### src/rtl/seq_shift_add_multiplier.sv
// Multi-cycle unsigned shift-and-add multiplier with valid/ready handshakes on operands and product.
// Optional build macro SEQ_MUL_EARLY_EXIT_EN: when defined, RUN ends as soon as no multiplier bits remain.

module seq_shift_add_multiplier #(
  parameter int WIDTH = 16
) (
  input  logic                 clk,
  input  logic                 rst_n,
  input  logic                 in_valid,
  output logic                 in_ready,
  input  logic [WIDTH-1:0]     a,
  input  logic [WIDTH-1:0]     b,
  output logic                 out_valid,
  input  logic                 out_ready,
  output logic [2*WIDTH-1:0]   product
);

  localparam int PW    = 2 * WIDTH;
  localparam int CNT_W = (WIDTH > 1) ? $clog2(WIDTH) : 1;

  typedef enum logic [1:0] {
    IDLE = 2'd0,
    RUN  = 2'd1,
    DONE = 2'd2
  } state_t;

  state_t             state, state_nxt;
  logic [PW-1:0]      mcand;
  logic [WIDTH-1:0]   mplier;
  logic [PW-1:0]      acc;
  logic [CNT_W-1:0]   cnt;

  logic [PW-1:0]      sum;
  logic [PW:0]        carry;
  logic               unused_carry;
  logic               accept;
  logic               last_iter;

  // Ripple-carry acc + mcand; the final carry cannot be set for an unsigned WIDTH x WIDTH product.
  assign carry[0] = 1'b0;

  for (genvar i = 0; i < PW; i++) begin : g_adder
    fulladder u_fa (
      .a    (acc[i]),
      .b    (mcand[i]),
      .cin  (carry[i]),
      .s    (sum[i]),
      .cout (carry[i+1])
    );
  end

  assign unused_carry = carry[PW];

  assign accept = in_valid & in_ready;

`ifdef SEQ_MUL_EARLY_EXIT_EN
  // Once the remaining multiplier bits above bit 0 are clear, this iteration finishes the product.
  assign last_iter = (cnt == CNT_W'(WIDTH - 1)) || (mplier[WIDTH-1:1] == '0);
`else
  assign last_iter = (cnt == CNT_W'(WIDTH - 1));
`endif

  // State register
  always_ff @(posedge clk or negedge rst_n) begin
    if (!rst_n) begin
      state <= IDLE;
    end else begin
      state <= state_nxt;
    end
  end

  // Next-state logic
  always_comb begin
    state_nxt = state;
    case (state)
      IDLE:    if (accept) state_nxt = RUN;
      RUN:     if (last_iter) state_nxt = DONE;
      DONE:    if (out_ready) state_nxt = IDLE;
      default: state_nxt = IDLE;
    endcase
  end

  // Handshake outputs depend on state only, so no input-to-output combinational path exists.
  always_comb begin
    in_ready  = 1'b0;
    out_valid = 1'b0;
    case (state)
      IDLE:    in_ready  = 1'b1;
      DONE:    out_valid = 1'b1;
      default: ;
    endcase
  end

  // Datapath: operands are captured only on the accepting handshake, then iterated in RUN.
  always_ff @(posedge clk or negedge rst_n) begin
    if (!rst_n) begin
      mcand  <= '0;
      mplier <= '0;
      acc    <= '0;
      cnt    <= '0;
    end else begin
      case (state)
        IDLE: begin
          if (accept) begin
            mcand  <= {{WIDTH{1'b0}}, a};
            mplier <= b;
            acc    <= '0;
            cnt    <= '0;
          end
        end
        RUN: begin
          if (mplier[0]) begin
            acc <= sum;
          end
          mcand  <= mcand << 1;
          mplier <= mplier >> 1;
          cnt    <= cnt + CNT_W'(1);
        end
        default: ;
      endcase
    end
  end

  assign product = acc;

endmodule

// One-bit full adder cell used to build the ripple chain.
module fulladder (
  input  logic a,
  input  logic b,
  input  logic cin,
  output logic s,
  output logic cout
);

  assign s    = a ^ b ^ cin;
  assign cout = (a & b) | (a & cin) | (b & cin);

endmodule

### config.mk
export PLATFORM = sky130hd
export DESIGN_NAME = seq_shift_add_multiplier
export DESIGN_NICKNAME = d
export VERILOG_FILES = /design/src/rtl/seq_shift_add_multiplier.sv
export SDC_FILE = /design/constraint.sdc
export NUM_CORES = 1
export LEC_CHECK = 0
export ABC_AREA = 1
export CAP_MARGIN = 30
export CORE_AREA = 8 8 108 110
export CTS_CLUSTER_DIAMETER = 200
export DETAILED_ROUTE_END_ITERATION = 7
export DIE_AREA = 0 0 116 118
export MAX_ROUTING_LAYER = met4
export PLACE_DENSITY = 0.8
export SYNTH_ARGS = -nofsm -noshare
export SYNTH_HDL_FRONTEND = slang
export SYNTH_SLANG_ARGS = --single-unit
export TNS_END_PERCENT = 10
### constraint.sdc
create_clock -name clk -period 19.7 [get_ports clk]
set_input_delay 3.94 -clock clk [delete_from_list [all_inputs] [get_ports clk]]
set_output_delay 3.94 -clock clk [all_outputs]
set_load 0.03 [all_outputs]
==> results of run 1 <==
layout make-up:
cell class                      instances  area [um2]
Fill cell                             897        4436
Sequential cell                        86        2152
Multi-Input combinational cell        325        1956
Timing Repair Buffer                   73       758.2
Inverter                               78       295.3
Tap cell                              136       170.2
Clock buffer                           11       151.4
Clock inverter                          5       81.33
synthesized netlist by cell type, drive strengths merged:
library cell / number
nand3: 84
clkbuf: 2
fa: 30
o21ai: 50
dfrtp: 86
buf: 59
ha: 2
inv: 78
nand4: 14
nor2: 9
nand2: 136
worst max-delay path: cells and delay by family, from the launching register on:
kind                       cells  cell delay, ns
DFF                            1            0.38
and+or+nand+nor                4            0.26
adders and majority gates     31           13.83
buffers and inverters          4            0.28
power by group:
part           internal, mW  switching [mW]
clock                0.0784          0.0649
combinational         0.151           0.260
sequential            0.246          0.0552
logic make-up after synthesis:
kind of cell | after synthesis | synth area share [%]
buffers and inverters | 139 | 14.48
AO/OA/AOI/OAI | 50 | 5.210
AND/OR/NAND/NOR | 243 | 22.48
adder cells (fa/ha/maj) | 32 | 13.02
flip-flops | 86 | 44.80
routing by layer:
metal / up-vias / wire (um) / GRT usage [%]
li1: 1739 / - / -
met1: 1684 / 4409 / 18.53
met2: 97 / 4896 / 24.84
met3: 17 / 365 / 2.052
met4: 0 / 197 / 6.245
met5: - / 0 / -
metrics by stage:
stage	total power, mW	setup slack, ns	instances	hold WS (ns)
after global routing	0.9278	4.247	714	0.5235
after global placement	0.6924	5.067	696	0.4726
final	0.8564	4.873	714	0.5012
after detailed placement	0.7203	4.801	698	0.4750
after floorplan	0.6281	5.428	550	0.4530
after CTS	0.8644	4.751	714	0.4981
how the worst max path moves through the flow:
stage	to	cells past startpoint	startpoint	slack (ns)
floorplan	product[31]	38	mcand[0]	5.43
global placement	product[31]	38	mcand[0]	5.07
detailed placement	product[31]	39	product[0]	4.80
CTS	product[31]	39	product[0]	4.75
global route	product[31]	39	product[0]	4.25
finish	product[31]	39	product[0]	4.87
flip-flops by register name, summed over array words and instances (netlist names):
register,count
mcand,32
cnt,4
product,32
state,2
mplier,16
==> impl_metrics.ini, run 1 <==
[drt]
vias = 3537
ant_nets = 0
remaining_drc_errors = 0
routed_wl_um = 9868
first_iter_violations = 251
first_pass_iters = 4
wire_per_inst_um = 13.82
via_per_inst = 4.954

[setup_path]
max_stage_delay_ns = 0.51
timing.rr.end = product[31]
required_ns = 20.00
critPathMaxFanout = 3
worst_path_most_repeated_cell = fa_1
rrSetupSlack_ns = 4.87
ff2ff_path_depth = 39
crit_type = reg2reg
end_kind = flop
crit_path_start_kind = flop
cp_slowest_cell = fa_1
arrival_ns = 15.12
r2r_start = product[0]

[cts]
clock-sinks = 86
clkTransAtPathRegs_ns = 0.09
clk_latency_ns = 0.35
cts_tree = yes
holdBufCountCts = 0
numCtsBuffers = 9
h-tree-depth = 3
ctsResizeCount = 0
cts.path.max_buffers = 2
clock-root-buffer = clkbuf_8
post-cts-setup-buffers = 0

[placed_design]
hpwl_um = 6985
gp_congestion = 0.8466
io_buffers = 69
placed_cell_area_um2 = 5331

[pwr]
p_per_area_nw_per_um2 = 153.9
p_leak_nw = 2.457
ir_drop_uv = 68.31

[die]
ioPinCount = 70
start_util_pct = 48.04
rows = 37
die_area_um2 = 13690
die_w_um = 116
core_area_um2 = 10000
die_y_um = 118

[sta]
fin_skew_ns = 0.008765
finalHoldViolCount = 0
fin_crit_sh_pct = 75.26
tns_ns = 0
period_needed_ns = 14.83
rsz0062_at_grt = false
maxSlewHeadroom_pct = 58.74
worstMarginPinSlew_ns = 0.6167
slew_viol_final = 0
fmax_mhz = 67.45
setup_viol_count_final = 0

[run]
max_cap_viol_count = 0

[synth]
yosys.area.top_type = dfrtp_1
synth_top_area_share_pct = 44.80
syn_avg_cell_area_um2 = 8.733
synth_cells = 550
ys_seq_area_share_pct = 44.80
synthTopCellsByArea = dfrtp_1 45%, fa_1 13%, nand2_1 10%
syn_area_um2 = 4803
synth_cell_types = 19
synth_nets = 618
yosysWarnings = 0
ys_ff_latch = 86

[status]
status = completed

[grt]
overflow = 0
grt_pass1_vias = 3493
grt_usage_pct = 15.23
antenna_found_initial = 0
grt_max_degree = 72
grt_pass1_wl_um = 16430

[worst_hold_path]
holdPathEnd = mcand[19]
hp-start = mcand[18]
hold_class = reg2reg
whs_path_depth = 2

[final_layout]
areaGrowthSynthToFinish_pct = 15.84
post-route-util_pct = 55.64
antenna_cells = 0
drive_above_1_share_pct = 5.017
final_nets = 641
layout_commonest_cell = nand2_1
design_area_um2 = 5564
final_cell_mix = 133 x nand2_1, 86 x dfrtp_1, 84 x nand3_1
Power figures use the tool's default switching activity.
==> run 2: changes to the inputs <==
- clock period: 19.7 -> 14.8 ns (I/O delays scaled with it)
==> impl_metrics.ini, run 2 (synthesis results as in run 1) <==
[placed_design]
hpwl_um = 6999
io_buffers = 69
placedCellCount = 698
gp_congestion = 0.8465

[cts]
clock-sinks = 86
clkTransAtPathRegs_ns = 0.09
numCtsBuffers = 9
cts_tree = yes
h-tree-depth = 3
clk_latency_ns = 0.35
holdBufCountCts = 0
cts.path.max_buffers = 2
clock-root-buffer = clkbuf_8

[grt]
antenna_found_initial = 0
grt_max_degree = 72
grt_pass1_vias = 3505
grt_usage_pct = 15.33
overflow = 0
grt_pass1_wl_um = 16540

[final_layout]
fin_cells = 714
areaGrowthSynthToFinish_pct = 15.13
layout_commonest_cell = nand2_1
final_nets = 641
n_fill_cell = 905
post-route-util_pct = 55.31
final_cell_mix = 133 x nand2_1, 86 x dfrtp_1, 84 x nand3_1
drive_above_1_share_pct = 6.747
antenna_cells = 0

[run]
max_cap_viol_count = 0

[pwr]
power_frac_clock_pct = 13.5
combinationalPowerShare_pct = 50.0
p_leak_nw = 2.433
power_switching_uw = 508.3
p_total_mw = 1.100
seqPwrFrac_pct = 36.5
intPower_uw = 591.7
ir_drop_uv = 80.38
switching_share_pct = 46.21
p_per_area_nw_per_um2 = 198.9

[sta]
finalHoldViolCount = 0
rsz0062_at_grt = false
maxSlewHeadroom_pct = 58.30
setup_viol_count_final = 0
worstMarginPinSlew_ns = 0.6233
fmax_mhz = 70.42
fin_skew_ns = 0.009006
period_needed_ns = 14.20
slew_viol_final = 0
fin_crit_sh_pct = 95.95
tns_ns = 0

[setup_path]
worst_path_most_repeated_cell = fa_1
max_stage_delay_ns = 0.48
crit_type = reg2reg
required_ns = 15.09
arrival_ns = 14.49
cp_slowest_cell = fa_1
crit_path_start_kind = flop
critPathMaxFanout = 3
end_kind = flop

[drt]
ant_nets = 0
via_per_inst = 4.929
remaining_drc_errors = 0
routed_wl_um = 9853
vias = 3519
first_iter_violations = 251
wire_per_inst_um = 13.80
first_pass_iters = 4

[die]
die_y_um = 118
rows = 37
core_area_um2 = 10000
die_area_um2 = 13690
start_util_pct = 48.04
ioPinCount = 70
die_w_um = 116

[status]
status = completed

[worst_hold_path]
hold_class = reg2reg
[run 2: changes by cell type in the layout (fill, tap and decap cells not counted), sizes merged]
cell / previous run / this run
bufinv: 2 / 0
clkbuf: 11 / 9
clkinv: 2 / 3
clkinvlp: 1 / 3
inv: 78 / 79
[run 2: timing repair]
action                                  CTS  global route
gates resized for setup                   3             7
buffers inserted                          0             0
endpoints found under the setup margin    1             2
pin swaps                                 0             0
[run 2: final cells by class]
class	instances	area (um2)	share of cell area (%)
Sequential cell	86	2152	38.91
Multi-Input combinational cell	325	1981	35.81
Timing Repair Buffer	73	758.2	13.71
Inverter	78	295.3	5.339
Tap cell	136	170.2	3.077
Clock buffer	9	123.9	2.240
Clock inverter	7	50.05	0.9050
[run 2: power by group through the flow]
stage | Clock (mW) | Combinational, mW | Sequential [mW]
after global placement | 0 | 0.522 | 0.399
after global routing | 0.160 | 0.625 | 0.415
final | 0.149 | 0.550 | 0.401
after CTS | 0.152 | 0.557 | 0.401
after floorplan | 0 | 0.457 | 0.379
after detailed placement | 0 | 0.554 | 0.405
[run 2: path summary, 6_finish.rpt]
path,start,endpoint,slack [ns],cells after the start
setup / recovery,product[0],product[31],0.60,39
hold / removal,mcand[18],mcand[19],0.50,2
setup reg to reg,product[0],product[31],0.60,39
hold reg to reg,mcand[18],mcand[19],0.50,2
max in group asynchronous,rst_n,product[26],11.74,2
min in group asynchronous,rst_n,product[19],2.45,1
[run 2: metal layers]
layer | vias up | routed length (um) | track usage [%]
met5 | - | 0 | -
met4 | 0 | 153 | 6.488
met3 | 12 | 409 | 2.052
met2 | 76 | 4880 | 24.51
met1 | 1695 | 4410 | 19.01
li1 | 1736 | - | -
[run 2: through the flow]
step	setup slack, ns	cell area (um2)	hold slack, ns
after floorplan	0.5280	4803	0.4530
after global placement	0.1673	5276	0.4726
after detailed placement	-0.09860	5331	0.4815
after CTS	0.05544	5513	0.4991
after global routing	0.01001	5530	0.5095
final	0.5998	5530	0.4951
[run 2: worst max-delay path: cells and delay by family (launching register included)]
| family | cells | cell delay [ns] |
|---|---|---|
| fa+ha+maj | 31 | 13.21 |
| flops | 1 | 0.38 |
| buf+inv | 4 | 0.27 |
| simple gates | 4 | 0.26 |
